==> src/rtl/uart_tx_pkg.sv <==
// Shared UART configuration: the one place the baud setting lives, plus the
// transmitter's state and data types.
package uart_tx_pkg;

    localparam int UartClkHz    = 20_000_000;
    localparam int UartBaudRate = 115_200;
    // Truncating division: 20 MHz / 115200 gives 173 cycles per bit.
    localparam int UartCmpVal   = UartClkHz / UartBaudRate;
    localparam int UartStopBits = 1;

    typedef enum logic [1:0] {
        Idle,
        Start,
        Data,
        Stop
    } UartStateT;

    typedef logic [7:0] UartDataT;

endpackage

==> src/rtl/uart_tx.sv <==
// Byte-serial 8N1/8N2 UART transmitter fed by a valid/ready stream; the line
// output is registered so the pin never glitches.
module uart_tx
    import uart_tx_pkg::*;
#(
    parameter int CmpVal   = UartCmpVal,
    parameter int StopBits = UartStopBits
) (
    input  logic     clk,
    input  logic     reset,
    input  UartDataT data_i,
    input  logic     valid_i,
    output logic     ready_o,
    output logic     tx_o,
    output logic     busy_o
);

    if (CmpVal < 2) begin : g_bad_cmpval
        $error("uart_tx: CmpVal must be >= 2");
    end
    if (StopBits != 1 && StopBits != 2) begin : g_bad_stopbits
        $error("uart_tx: StopBits must be 1 or 2");
    end

    localparam int               CntW     = $clog2(CmpVal);
    localparam logic [CntW-1:0]  CntMax   = CntW'(CmpVal - 1);
    localparam logic             StopLast = 1'(StopBits - 1);

    UartStateT       state_q, state_d;
    logic [CntW-1:0] cnt_q, cnt_d;
    UartDataT        shift_q, shift_d;
    logic [2:0]      bit_idx_q, bit_idx_d;
    logic            stop_cnt_q, stop_cnt_d;
    logic            tx_q, tx_d;
    logic            bit_end;

    assign ready_o = (state_q == Idle) && !reset;
    assign busy_o  = (state_q != Idle);
    assign tx_o    = tx_q;
    assign bit_end = (cnt_q == CntMax);

    always_comb begin
        state_d    = state_q;
        cnt_d      = cnt_q;
        shift_d    = shift_q;
        bit_idx_d  = bit_idx_q;
        stop_cnt_d = stop_cnt_q;
        tx_d       = 1'b1;

        if (state_q != Idle) begin
            cnt_d = bit_end ? '0 : cnt_q + 1'b1;
        end

        case (state_q)
            Idle: begin
                cnt_d = '0;
                if (valid_i && ready_o) begin
                    state_d    = Start;
                    shift_d    = data_i;
                    bit_idx_d  = 3'd0;
                    stop_cnt_d = 1'b0;
                end
            end
            Start: begin
                if (bit_end) begin
                    state_d   = Data;
                    bit_idx_d = 3'd0;
                end
            end
            Data: begin
                if (bit_end) begin
                    shift_d   = {1'b0, shift_q[7:1]};
                    bit_idx_d = bit_idx_q + 3'd1;
                    if (bit_idx_q == 3'd7) begin
                        state_d    = Stop;
                        stop_cnt_d = 1'b0;
                    end
                end
            end
            Stop: begin
                if (bit_end) begin
                    if (stop_cnt_q == StopLast) begin
                        state_d = Idle;
                    end else begin
                        stop_cnt_d = stop_cnt_q + 1'b1;
                    end
                end
            end
            default: state_d = Idle;
        endcase

        // Line level is decoded from the next state so it lands in tx_q on the
        // same edge as the state change.
        case (state_d)
            Start:   tx_d = 1'b0;
            Data:    tx_d = shift_d[0];
            default: tx_d = 1'b1;
        endcase
    end

    always_ff @(posedge clk) begin
        if (reset) begin
            state_q    <= Idle;
            cnt_q      <= '0;
            shift_q    <= '0;
            bit_idx_q  <= 3'd0;
            stop_cnt_q <= 1'b0;
            tx_q       <= 1'b1;
        end else begin
            state_q    <= state_d;
            cnt_q      <= cnt_d;
            shift_q    <= shift_d;
            bit_idx_q  <= bit_idx_d;
            stop_cnt_q <= stop_cnt_d;
            tx_q       <= tx_d;
        end
    end

endmodule

==> config.mk <==
export PLATFORM = sky130hd
export DESIGN_NAME = uart_tx
export DESIGN_NICKNAME = d
export VERILOG_FILES = /design/src/rtl/uart_tx_pkg.sv /design/src/rtl/uart_tx.sv
export SDC_FILE = /design/constraint.sdc
export NUM_CORES = 1
export LEC_CHECK = 0
export ABC_CLOCK_PERIOD_IN_PS = 2000
export CORE_MARGIN = 1.5
export CORE_UTILIZATION = 47
export CTS_BUF_LIST = sky130_fd_sc_hd__clkbuf_4 sky130_fd_sc_hd__clkbuf_8 sky130_fd_sc_hd__clkbuf_16
export DETAILED_ROUTE_END_ITERATION = 7
export GPL_TIMING_DRIVEN = 1
export PLACE_DENSITY = 0.8
export SLEW_MARGIN = 10
export SYNTH_ARGS = -nofsm -noshare
export SYNTH_HDL_FRONTEND = slang
export SYNTH_SLANG_ARGS = --single-unit
==> constraint.sdc <==
create_clock -name clk -period 2 [get_ports clk]
set_clock_uncertainty 0.2 [all_clocks]
set_input_delay 0.4 -clock clk [delete_from_list [all_inputs] [get_ports clk]]
set_output_delay 0.4 -clock clk [all_outputs]
set_load 0.1 [all_outputs]
==> metrics.md <==
| Metric | Value |
|---|---|
| Worst-margin pin slew | `0.4350 ns` |
| Die H | `52.41 um` |
| First-pass GRT wire length | `4146 um` |
| Share of layout cells above drive strength 1 | `31.76%` |
| Sink Count | `22` |
| I/O pin count | `14` |
| Remaining Overflow, GRT | `0` |
| Reg-to-reg endpoint | `bit_idx_q[0]$_SDFFE_PP0P_` |
| Syn_nets | `140` |
| Initial DRC Count | `13` |
| Num CTS Buffers | `3` |
| Mean routed wirelength per cell | `13.99 um` |
| GRT Total Usage | `20.01%` |
| Hold WS | `0.2901 ns` |
| CP Data Arrival Time | `1.91 ns` |
| Endpoint class of the critical path | `flop` |
| Sequential fraction of the synthesis area | `38.39%` |
| Ys Warns | `0` |
| WL final | `2463 um` |
| WHS Endpoint | `shift_q[5]$_SDFFE_PP0P_` |
| Lkg Pwr | `0.5779 nW` |
| Total negative slack | `0 ns` |
| Mapped Area | `1147 sq um` |
| H-tree Lvls | `1` |
| Final hold vios | `0` |
| # DRC | `0` |
| Syn Area/Cell | `9.253 sq um` |
| VDD IR max | `0.0005010 V` |
| Fin crit period | `1.895 ns` |
| Clock Power Share | `35.2%` |
| Reg2reg start | `cnt_q[0]$_SDFFE_PP0P_` |
| Final Wtd Congestion | `0.9011` |
| Hold depth | `2` |
| Fmax | `527.6 MHz` |
| Largest net degree at the start of global routing | `14` |
| Post-layout net count | `165` |
| Fin crit share | `94.76%` |
| Slew margin rel. | `70.92%` |
| Register-to-Register Setup Slack | `0.10 ns` |
| Hold Path Class | `reg2reg` |
| Post-route design area | `1506 sq um` |
| Area Overhead vs Synth | `31.30%` |
| Slew Limit Fails | `0` |
| PortBufs | `13` |
| Seq cells post-synth | `22` |
| Routed Antenna Nets | `0` |
| Die X | `52.41 um` |
| R2R cell count | `7` |
| Clock Path Buffers | `2` |
| Vias per cell | `5.705` |
| Clk root buf | `clkbuf_4` |
| Cell variety after synth | `39` |
| Worst Path Required | `2.02 ns` |
| DP Area | `1454 sq um` |
| FP Rows | `17` |
| Critical path peak fanout | `6` |
| Clock transition at the registers of the reported paths | `0.12 ns` |
| Final setup fails | `0` |
| Setup CP Type | `reg2reg` |
| Setup repair bufs after CTS | `0` |
| Min-delay src | `shift_q[5]$_SDFFE_PP0P_` |
| Startpoint Class | `flop` |
| RSZ-0062 raised after global routing | `no` |
| Post-Synthesis Cells | `124` |
| Vias | `1004` |
| Power density cells | `626.6 nW/um^2` |
| Pre-antenna DRT Iters | `4` |
| Post-DP HPWL | `1920 um` |
| Switching share of power | `23.63%` |
| Vias in the first global route | `951` |
| Die ar. | `2747 sq um` |
| Initial antenna violation count | `0` |
| Initial Util | `50.89%` |
| Worst skew pair latency | `0.30 ns` |
| Core area | `2255 sq um` |
| Internal | `0.7208 mW` |
| CTS tree | `done` |
| Status | `complete, no violations` |
| Max_cap viols | `0` |
| Power Total | `0.9439 mW` |
| Comb power frac | `16.3%` |
| CP startpoint | `cnt_q[0]$_SDFFE_PP0P_` |
| Sw power | `0.2230 mW` |
| # diodes | `0` |
| Seq pwr share | `48.5%` |
==> repair_timing <==
item,in CTS,in global routing
endpoints found under the setup margin,1,3
gates resized for setup,1,2
hold endpoints to repair,0,0
hold buffers,0,0
==> cells in the mapped netlist <==
cell type | instances | area share [%]
a211oi_1 | 2 | 1.3
a21oi_1 | 9 | 3.9
a221oi_1 | 1 | 0.76
a221oi_2 | 1 | 1.3
a22oi_1 | 7 | 4.6
a311oi_1 | 1 | 0.76
a31oi_1 | 2 | 1.1
a32oi_1 | 2 | 1.5
and2_4 | 1 | 0.76
and3_1 | 1 | 0.55
and3_2 | 2 | 1.3
and4_1 | 1 | 0.76
buf_2 | 1 | 0.44
buf_4 | 1 | 0.65
buf_6 | 3 | 2.9
clkbuf_1 | 2 | 0.65
dfxtp_1 | 22 | 38
ha_1 | 5 | 5.5
inv_1 | 9 | 2.9
nand2_1 | 2 | 0.65
nand2_4 | 1 | 0.98
nand3_1 | 12 | 5.2
nand4_1 | 3 | 1.6
nor2_1 | 5 | 1.6
nor2_2 | 6 | 3.3
nor2b_1 | 2 | 1.1
nor3_1 | 2 | 0.87
nor3b_1 | 1 | 0.65
nor3b_4 | 1 | 1.6
nor4b_4 | 1 | 2.1
o2111a_1 | 1 | 0.98
o211ai_1 | 1 | 0.65
o21ai_0 | 1 | 0.44
o21ai_1 | 1 | 0.44
o22ai_1 | 2 | 1.1
or3_1 | 1 | 0.55
or4_1 | 1 | 0.65
xnor2_1 | 2 | 1.5
xor2_1 | 5 | 3.8
==> cells by family (layout without fill, tap and decap cells) <==
| logic type | after synthesis | after routing | synth area share, % |
|---|---|---|---|
| fa+ha+maj | 5 | 5 | 5.453 |
| xor+xnor | 7 | 7 | 5.344 |
| buf+inv | 16 | 40 | 7.633 |
| simple gates | 43 | 43 | 24.32 |
| flops | 22 | 22 | 38.39 |
| compound gates | 31 | 31 | 18.86 |
==> cells in the final DEF (no fill, tap or decap), drive strengths merged, types with 2 or more instances in the layout <==
master,instances
dfxtp,22
buf,17
nand3,12
nor2,11
a21oi,9
clkdlybuf4s50,9
inv,9
a22oi,7
xor2,5
ha,5
nand4,3
clkbuf,3
and3,3
nand2,3
xnor2,2
nor2b,2
a32oi,2
a31oi,2
o22ai,2
nor3b,2
a211oi,2
nor3,2
a221oi,2
o21ai,2
==> per-stage QoR <==
| stage | utilization (%) | cells | setup slack (ns) |
|---|---|---|---|
| after global routing | 66.81 | 176 | 0.003596 |
| after floorplan | - | 124 | -0.07663 |
| after detailed placement | 64.48 | 172 | -0.1201 |
| after CTS | 66.76 | 176 | 0.06810 |
| after global placement | 64.48 | 172 | -0.09001 |
| final | 66.81 | 176 | 0.1048 |
==> worst max path at each step <==
stage	to	cells after the start	slack [ns]
floorplan	shift_q[1]$_SDFFE_PP0P_	5	-0.08
finish	bit_idx_q[0]$_SDFFE_PP0P_	7	0.10
global route	bit_idx_q[0]$_SDFFE_PP0P_	7	0.004
CTS	bit_idx_q[0]$_SDFFE_PP0P_	7	0.07
detailed placement	cnt_q[5]$_SDFFE_PP0P_	4	-0.12
global placement	cnt_q[2]$_SDFFE_PP0P_	4	-0.09
==> flip-flops by register name (all words and copies together), names as in the netlist <==
name and flops:
shift_q 8, bit_idx_q 3, tx_o 1, state_q 2
cnt_q 8
==> critical path, cell delays in order, from the launching register on <==
cell and delay, ns:
dfxtp_2 0.34, inv_1 0.05, ha_1 0.14, and4_2 0.27, buf_4 0.14, nand2_4 0.06
or4_1 0.42, a31oi_1 0.21
==> final cells by class <==
class | instances | area, sq um
clock buffer | 3 | 22.52
clock inverter | 1 | 30.03
fill | 182 | 748.2
inverter | 9 | 33.78
multi-input combinational | 86 | 679.4
sequential | 22 | 441.7
tap | 28 | 35.03
timing repair buffer | 27 | 264.0
==> power groups by stage <==
stage	combinational (mW)	sequential [mW]	clock, mW
floorplan	0.0798	0.477	0
global placement	0.150	0.467	0
detailed placement	0.153	0.468	0
CTS	0.154	0.458	0.345
global route	0.163	0.459	0.364
finish	0.154	0.458	0.332
==> routing by layer <==
metal,global-route usage [%],vias up,part of all wire (%)
li1,-,500,-
met1,25.04,472,45
met2,33.54,28,49
met3,4.571,4,5.0
met4,6.838,0,0.65
met5,0,-,0
No activity file was read; power rests on OpenSTA's default activity.
